==> src/rtl/buzzer_pkg.sv <==
// Shared types and constants for the buzzer driver.
//   state_e     : driver state (IDLE, ALARM, CHIME, SNOOZE)
//   MODE_NORMAL : clock mode value in which the buzzer may sound
//   SEC_W       : width of the per-state seconds counter
package buzzer_pkg;

   localparam int unsigned SEC_W       = 6;
   localparam logic [1:0]  MODE_NORMAL = 2'b00;

   typedef enum logic [1:0] {
      IDLE   = 2'd0,
      ALARM  = 2'd1,
      CHIME  = 2'd2,
      SNOOZE = 2'd3
   } state_e;

   // Tone counter half period in system clocks (integer division).
   function automatic int unsigned half_period(input int unsigned clk_hz,
                                               input int unsigned tone_hz);
      return clk_hz / (2 * tone_hz);
   endfunction

endpackage

==> src/rtl/buzzer_if.sv <==
// Control/status bundle between the alarm control stage, the buzzer driver
// and the board pins.
//   clk_1hz      : one-cycle pulse per second
//   mode         : clock mode (2'b00 normal)
//   alarm_ring   : alarm trigger level
//   time_ring    : hourly chime trigger level
//   stop_key     : debounced one-cycle stop pulse
//   buzzer       : square-wave buzzer drive
//   alarm_active : alarm (or snooze) in progress
//   chime_active : chime in progress
interface buzzer_if;

   logic       clk_1hz;
   logic [1:0] mode;
   logic       alarm_ring;
   logic       time_ring;
   logic       stop_key;
   logic       buzzer;
   logic       alarm_active;
   logic       chime_active;

   modport master (
      output clk_1hz, mode, alarm_ring, time_ring, stop_key,
      input  buzzer, alarm_active, chime_active
   );

   modport slave (
      input  clk_1hz, mode, alarm_ring, time_ring, stop_key,
      output buzzer, alarm_active, chime_active
   );

endinterface

==> src/rtl/tone_gen.sv <==
// Square-wave tone generator: toggles o_wave every HALF enabled clocks.
// Clear or disable forces the counter and the wave to 0, so a new segment
// always starts with a full low half period.
//   clk, rst_n : clock, async active-low reset
//   i_enable   : run the tone
//   i_clear    : restart the tone from its low phase
//   o_wave     : registered square wave
module tone_gen #(
   parameter int unsigned HALF  = 5,
   parameter int unsigned CNT_W = (HALF > 1) ? $clog2(HALF) : 1
) (
   input  logic clk,
   input  logic rst_n,
   input  logic i_enable,
   input  logic i_clear,
   output logic o_wave
);

   localparam logic [CNT_W-1:0] LAST = CNT_W'(HALF - 1);

   logic [CNT_W-1:0] r_cnt;
   logic             r_wave;

   // Half-period counter and output toggle.
   always_ff @(posedge clk or negedge rst_n) begin
      if (!rst_n) begin
         r_cnt  <= '0;
         r_wave <= 1'b0;
      end else if (i_clear || !i_enable) begin
         r_cnt  <= '0;
         r_wave <= 1'b0;
      end else if (r_cnt == LAST) begin
         r_cnt  <= '0;
         r_wave <= ~r_wave;
      end else begin
         r_cnt  <= r_cnt + 1'b1;
      end
   end

   assign o_wave = r_wave;

endmodule

==> src/rtl/buzzer_driver.sv <==
// Buzzer driver: turns alarm / hourly-chime trigger levels into a timed
// square-wave buzzer drive. Alarm gives a beeping tone (one second on, one
// second off) that stop_key ends; the chime gives a short continuous tone.
// Optional build macro BUZZER_SNOOZE_EN: stop_key during the alarm snoozes
// it for SNOOZE_SECONDS before ringing again.
//   clk, rst_n          : clock, async active-low reset
//   bus (buzzer_if.slave): clk_1hz, mode, alarm_ring, time_ring, stop_key in;
//                          buzzer, alarm_active, chime_active out
module buzzer_driver
   import buzzer_pkg::*;
#(
   parameter int unsigned CLK_HZ         = 50000000,
   parameter int unsigned ALARM_TONE_HZ  = 2000,
   parameter int unsigned CHIME_TONE_HZ  = 1000,
   parameter int unsigned ALARM_SECONDS  = 30,
   parameter int unsigned CHIME_SECONDS  = 2
`ifdef BUZZER_SNOOZE_EN
   ,
   parameter int unsigned SNOOZE_SECONDS = 60
`endif
) (
   input  logic     clk,
   input  logic     rst_n,
   buzzer_if.slave  bus
);

   localparam int unsigned ALARM_HALF = half_period(CLK_HZ, ALARM_TONE_HZ);
   localparam int unsigned CHIME_HALF = half_period(CLK_HZ, CHIME_TONE_HZ);
   localparam int unsigned MAX_HALF   = (ALARM_HALF > CHIME_HALF) ? ALARM_HALF : CHIME_HALF;
   localparam int unsigned TONE_W     = (MAX_HALF > 1) ? $clog2(MAX_HALF) : 1;

   localparam logic [SEC_W-1:0] ALARM_LOAD  = SEC_W'(ALARM_SECONDS);
   localparam logic [SEC_W-1:0] CHIME_LOAD  = SEC_W'(CHIME_SECONDS);
`ifdef BUZZER_SNOOZE_EN
   localparam logic [SEC_W-1:0] SNOOZE_LOAD = SEC_W'(SNOOZE_SECONDS);
`endif
   localparam logic [SEC_W-1:0] SEC_ONE     = SEC_W'(1);

   state_e           r_state;
   state_e           w_next_state;
   logic [SEC_W-1:0] r_sec;
   logic [SEC_W-1:0] w_next_sec;
   logic             r_phase;
   logic             w_next_phase;
   logic             w_entry;
   logic             r_alarm_d;
   logic             r_time_d;
   logic             r_alarm_active;
   logic             r_chime_active;
   logic             w_alarm_edge;
   logic             w_time_edge;
   logic             w_alarm_en;
   logic             w_alarm_clr;
   logic             w_chime_en;
   logic             w_chime_clr;
   logic             w_alarm_wave;
   logic             w_chime_wave;

   // Rising-edge detection: a held level never retriggers.
   assign w_alarm_edge = bus.alarm_ring & ~r_alarm_d;
   assign w_time_edge  = bus.time_ring  & ~r_time_d;

   // State, second counter, beep phase, edge history and status flags.
   always_ff @(posedge clk or negedge rst_n) begin
      if (!rst_n) begin
         r_state        <= IDLE;
         r_sec          <= '0;
         r_phase        <= 1'b0;
         r_alarm_d      <= 1'b0;
         r_time_d       <= 1'b0;
         r_alarm_active <= 1'b0;
         r_chime_active <= 1'b0;
      end else begin
         r_state        <= w_next_state;
         r_sec          <= w_next_sec;
         r_phase        <= w_next_phase;
         r_alarm_d      <= bus.alarm_ring;
         r_time_d       <= bus.time_ring;
         r_alarm_active <= (w_next_state == ALARM) || (w_next_state == SNOOZE);
         r_chime_active <= (w_next_state == CHIME);
      end
   end

   // Next state. Entries take priority over stop_key and over a clk_1hz in
   // the same cycle; a non-normal mode overrides everything.
   always_comb begin
      w_next_state = r_state;
      w_next_sec   = r_sec;
      w_next_phase = r_phase;
      w_entry      = 1'b0;
      if (bus.mode != MODE_NORMAL) begin
         w_next_state = IDLE;
         w_next_sec   = '0;
         w_next_phase = 1'b0;
      end else begin
         case (r_state)
            IDLE: begin
               if (w_alarm_edge) begin
                  w_next_state = ALARM;
                  w_next_sec   = ALARM_LOAD;
                  w_next_phase = 1'b1;
                  w_entry      = 1'b1;
               end else if (w_time_edge) begin
                  w_next_state = CHIME;
                  w_next_sec   = CHIME_LOAD;
                  w_next_phase = 1'b0;
                  w_entry      = 1'b1;
               end
            end
            ALARM: begin
               if (bus.stop_key) begin
`ifdef BUZZER_SNOOZE_EN
                  w_next_state = SNOOZE;
                  w_next_sec   = SNOOZE_LOAD;
`else
                  w_next_state = IDLE;
                  w_next_sec   = '0;
`endif
                  w_next_phase = 1'b0;
               end else if (bus.clk_1hz) begin
                  if (r_sec == SEC_ONE) begin
                     w_next_state = IDLE;
                     w_next_sec   = '0;
                     w_next_phase = 1'b0;
                  end else begin
                     w_next_sec   = r_sec - 1'b1;
                     w_next_phase = ~r_phase;
                  end
               end
            end
            CHIME: begin
               if (w_alarm_edge) begin
                  w_next_state = ALARM;
                  w_next_sec   = ALARM_LOAD;
                  w_next_phase = 1'b1;
                  w_entry      = 1'b1;
               end else if (bus.stop_key) begin
                  w_next_state = IDLE;
                  w_next_sec   = '0;
               end else if (bus.clk_1hz) begin
                  if (r_sec == SEC_ONE) begin
                     w_next_state = IDLE;
                     w_next_sec   = '0;
                  end else begin
                     w_next_sec   = r_sec - 1'b1;
                  end
               end
            end
`ifdef BUZZER_SNOOZE_EN
            SNOOZE: begin
               if (w_alarm_edge) begin
                  w_next_state = ALARM;
                  w_next_sec   = ALARM_LOAD;
                  w_next_phase = 1'b1;
                  w_entry      = 1'b1;
               end else if (w_time_edge) begin
                  // The chime wins and the pending snooze is dropped.
                  w_next_state = CHIME;
                  w_next_sec   = CHIME_LOAD;
                  w_next_phase = 1'b0;
                  w_entry      = 1'b1;
               end else if (bus.stop_key) begin
                  w_next_state = IDLE;
                  w_next_sec   = '0;
               end else if (bus.clk_1hz) begin
                  if (r_sec == SEC_ONE) begin
                     w_next_state = ALARM;
                     w_next_sec   = ALARM_LOAD;
                     w_next_phase = 1'b1;
                     w_entry      = 1'b1;
                  end else begin
                     w_next_sec   = r_sec - 1'b1;
                  end
               end
            end
`endif
            default: begin
               w_next_state = IDLE;
               w_next_sec   = '0;
               w_next_phase = 1'b0;
            end
         endcase
      end
   end

   // Enables follow the next state so the buzzer drops on the same edge the
   // state leaves; a beep restarts its tone from zero each time phase rises.
   assign w_alarm_en  = (w_next_state == ALARM) && w_next_phase;
   assign w_alarm_clr = w_entry || (w_next_phase && !r_phase);
   assign w_chime_en  = (w_next_state == CHIME);
   assign w_chime_clr = w_entry;

   tone_gen #(
      .HALF  (ALARM_HALF),
      .CNT_W (TONE_W)
   ) u_alarm_tone (
      .clk      (clk),
      .rst_n    (rst_n),
      .i_enable (w_alarm_en),
      .i_clear  (w_alarm_clr),
      .o_wave   (w_alarm_wave)
   );

   tone_gen #(
      .HALF  (CHIME_HALF),
      .CNT_W (TONE_W)
   ) u_chime_tone (
      .clk      (clk),
      .rst_n    (rst_n),
      .i_enable (w_chime_en),
      .i_clear  (w_chime_clr),
      .o_wave   (w_chime_wave)
   );

   // At most one generator is enabled, so the OR selects between two flops.
   assign bus.buzzer       = w_alarm_wave | w_chime_wave;
   assign bus.alarm_active = r_alarm_active;
   assign bus.chime_active = r_chime_active;

endmodule

==> src/flat_wrapper.sv <==
// flat-port wrapper written by rule: the top's interface ports become plain ports
module buzzer_driver_flat import buzzer_pkg::*;
#(
   parameter int unsigned CLK_HZ         = 50000000,
   parameter int unsigned ALARM_TONE_HZ  = 2000,
   parameter int unsigned CHIME_TONE_HZ  = 1000,
   parameter int unsigned ALARM_SECONDS  = 30,
   parameter int unsigned CHIME_SECONDS  = 2

)
  (clk, rst_n, bus_clk_1hz, bus_mode, bus_alarm_ring, bus_time_ring, bus_stop_key, bus_buzzer, bus_alarm_active, bus_chime_active);
  buzzer_if bus_i ();
  input  logic clk;
  input  logic rst_n;
  input wire logic [$bits(bus_i.clk_1hz)-1:0] bus_clk_1hz;
  input wire logic [$bits(bus_i.mode)-1:0] bus_mode;
  input wire logic [$bits(bus_i.alarm_ring)-1:0] bus_alarm_ring;
  input wire logic [$bits(bus_i.time_ring)-1:0] bus_time_ring;
  input wire logic [$bits(bus_i.stop_key)-1:0] bus_stop_key;
  output wire logic [$bits(bus_i.buzzer)-1:0] bus_buzzer;
  output wire logic [$bits(bus_i.alarm_active)-1:0] bus_alarm_active;
  output wire logic [$bits(bus_i.chime_active)-1:0] bus_chime_active;
  assign bus_i.clk_1hz = bus_clk_1hz;
  assign bus_i.mode = bus_mode;
  assign bus_i.alarm_ring = bus_alarm_ring;
  assign bus_i.time_ring = bus_time_ring;
  assign bus_i.stop_key = bus_stop_key;
  assign bus_buzzer = bus_i.buzzer;
  assign bus_alarm_active = bus_i.alarm_active;
  assign bus_chime_active = bus_i.chime_active;
  buzzer_driver #(.CLK_HZ(CLK_HZ), .ALARM_TONE_HZ(ALARM_TONE_HZ), .CHIME_TONE_HZ(CHIME_TONE_HZ), .ALARM_SECONDS(ALARM_SECONDS), .CHIME_SECONDS(CHIME_SECONDS)) u_core (.clk(clk), .rst_n(rst_n), .bus(bus_i));
endmodule
==> config.mk <==
export PLATFORM = sky130hd
export DESIGN_NAME = buzzer_driver_flat
export DESIGN_NICKNAME = d
export VERILOG_FILES = /design/src/rtl/buzzer_pkg.sv /design/src/rtl/buzzer_if.sv /design/src/rtl/tone_gen.sv /design/src/rtl/buzzer_driver.sv /design/src/flat_wrapper.sv
export SDC_FILE = /design/constraint.sdc
export NUM_CORES = 1
export LEC_CHECK = 0
export CORE_MARGIN = 2
export CORE_UTILIZATION = 25
export DETAILED_ROUTE_END_ITERATION = 10
export DONT_BUFFER_PORTS = 1
export HOLD_SLACK_MARGIN = 0.03
export PLACE_DENSITY = 0.45
export SKIP_CTS_REPAIR_TIMING = 1
export SLEW_MARGIN = 20
export SYNTH_ARGS = -nofsm -noshare
export SYNTH_HDL_FRONTEND = slang
export SYNTH_HIERARCHICAL = 1
export SYNTH_SLANG_ARGS = --single-unit
==> constraint.sdc <==
create_clock -name clk -period 3.2 [get_ports clk]
set_clock_uncertainty 0.2 [all_clocks]
set_input_delay 0.16 -clock clk [delete_from_list [all_inputs] [get_ports clk]]
set_output_delay 0.16 -clock clk [all_outputs]
set_load 0.005 [all_outputs]
==> results.yml <==
placement:
  dp.cells: 368
  place_congestion: 0.780
  portBuffers: 0
  hpwl_mm: 3.31
clock_network:
  cts-htree-levels: 2
  clockBufferDepth: 2
  cts_tree: "yes"
  clock_latency_ns: 0.30
  clkSinkCount: 45
  cts_buffers: 5
  clkSlewWorstSetupHoldPaths_ns: 0.10
  cts-root-buf: "clkbuf_8"
finish:
  stdcell_count: 388
  n_antenna_cell: 0
  layout-drive-gt1-share: 0.137
  final_nets: 266
  n_fill_cell: 1034
  area_delta_synth_final_pct: 13.2
routing:
  wl_per_cell_um: 12.9
  ant_nets: 0
  via_per_inst: 4.58
  finalWirelength_mm: 5.02
  drt_iter0_markers: 103
  route.detailed.drc: 0
  num_vias: 1776
  drt-pass1-iter-count: 4
synthesis:
  synth_most_common_cell: "dfrtp_1"
  seq_area_frac_synth: 0.451
  synth_cells: 244
  synthArstFlopShare: 1.00
  synth_area_sq_um: 2490
  synth_common_cells: "dfrtp_1, nor2_1, xor2_1, xnor2_1, nand4_1"
  yosys.area.top_type_share: 0.451
  synth_area_leader_cell: "dfrtp_1"
  synth.avg_cell_area_sq_um: 10.2
  yosys.cell_types.count: 51
  synth_seq_cells: 45
  ys.warnings.count: 6
  synth_enable_flop_cells: 0
  synth_nets: 256
  synth_flop_cell: "dfrtp_1"
  synthTopCellsByArea: "dfrtp_1, xor2_1, nor2_1"
global_routing:
  grt-ovfl-total: 0
  grt_pass1_wl_mm: 8.75
  grt_pass1_vias: 1698
  grt_max_degree: 46
  track_usage: 0.0984
  antenna_found_initial: 0
critical_path:
  crit_type: "register to register"
  start_kind: "register"
  crit_arrival_ns: 2.94
  worstPathRequired_ns: 3.25
  endpoint_kind: "register"
  crit_path_start: "u_core/r_sec[1]"
  rr_startpoint: "u_core/r_sec[1]"
  crit_fanout: 9
sta:
  finalSetupViolCount: 0
  max_slew_margin: 0.599
  worst_pin_slew_ns: 0.599
  period_minus_slack_ns: 2.89
  period_share: 0.904
  finalMaxSlewViolations: 0
  rsz0062_at_grt: "no"
  hold_violations: 1
  fmax_mhz: 346
  hold-worst-slack_ns: -0.000722
  setup_tns_ns: 0
floorplan:
  num_rows: 36
  core_sq_um: 9730
  dieArea_sq_um: 10800
  top_level_ports: 11
  initial_core_util: 0.256
  die_h_um: 104
  chipWidth_um: 104
power:
  leakage_nw: 1.08
  p_per_area_nw_per_um2: 365
  max-vdd-ir-drop_uv: 144
outcome:
  status: "finished, violations left"
  violations: "hold timing"
flow_run:
  maxCapViolCount: 0
worst_hold_path:
  hp-class: "primary input to register"
  worstHoldStart: "bus_mode[1]"
==> kinds of logic (layout without fill, tap and decap cells) <==
logic type / count (synthesis) / in the layout / synth area share
AND/OR/NAND/NOR: 121 / 121 / 0.313
adder cells (fa/ha/maj): 4 / 4 / 0.0201
buffers and inverters: 21 / 32 / 0.0481
AO/OA/AOI/OAI: 23 / 23 / 0.0617
XOR/XNOR: 30 / 30 / 0.105
flip-flops: 45 / 45 / 0.451
==> area by class of cell <==
cell class	count	area, sq um	area share
sequential	45	1130	0.399
timing repair buffer	13	145	0.0514
inverter	11	41.3	0.0146
tap	133	166	0.0589
clock inverter	2	13.8	0.00487
multi-input combinational	178	1250	0.442
clock buffer	6	82.6	0.0292
==> power by group <==
| part | leakage (nW) | total (mW) | switching [mW] | internal (mW) |
|---|---|---|---|---|
| sequential | 0.621 | 0.581 | 0.00663 | 0.574 |
| clock | 0.0512 | 0.377 | 0.201 | 0.175 |
| combinational | 0.410 | 0.0740 | 0.0444 | 0.0296 |
==> state kept, by name, indices dropped and copies added (netlist names) <==
name and flops:
u_core/bus.alarm_active 1, u_core/bus.chime_active 1, u_core/r_alarm_d 1, u_core/r_phase 1, u_core/r_sec 6, u_core/r_state 2, u_core/r_time_d 1, u_core/u_alarm_tone/o_wave 1
u_core/u_alarm_tone/r_cnt 15, u_core/u_chime_tone/o_wave 1, u_core/u_chime_tone/r_cnt 15
==> layer usage <==
layer	wire length (um)	GRT usage
met1	2450	0.132
met2	2360	0.155
met3	166	0.0288
met4	41	0.0261
met5	0	0
==> cell usage in the layout, fill, tap and decap left out, drive strengths merged, types with 7 or more instances in the layout <==
cell type	n
nand2	11
nand4	14
nand3	13
inv	11
nor2	41
dlygate4sd3	11
xor2	17
dfrtp	45
nor3	7
xnor2	13
a21oi	8
==> critical path, stage by stage, from the launching register on <==
cell and delay (ns):
dfrtp_1 0.38, inv_1 0.08, ha_1 0.17, and4bb_2 0.26
a211oi_4 0.43, nand4_1 0.13, dlygate4sd3_1 0.57, o21ai_1 0.07
dlygate4sd3_1 0.55
==> path summary, 6_finish.rpt <==
| path | endpoint | slack, ns | cells after the start |
|---|---|---|---|
| worst min-delay path | u_core/r_sec[2] | -0.0007 | 3 |
| worst max register to register | u_core/r_sec[0] | 0.31 | 8 |
| worst min register to register | u_core/u_alarm_tone/r_cnt[0] | 0.25 | 1 |
| min in group asynchronous | u_core/r_state[1] | 0.17 | 2 |
| worst max-delay path | u_core/r_sec[0] | 0.31 | 8 |
| max in group asynchronous | u_core/u_alarm_tone/r_cnt[9] | 2.42 | 2 |
==> stage by stage <==
step	setup WS [ns]	instance area (sq um)	utilization	power, mW	hold WS, ns
after CTS	0.600	2690	0.276	1.03	-0.673
after global routing	0.143	2820	0.290	1.09	0.0425
after global placement	0.701	2590	0.266	0.642	-0.333
final	0.308	2820	0.290	1.03	-0.000722
after detailed placement	0.629	2590	0.266	0.641	-0.333
after floorplan	0.958	2490	-	0.635	-0.336
Power figures use the tool's default switching activity.
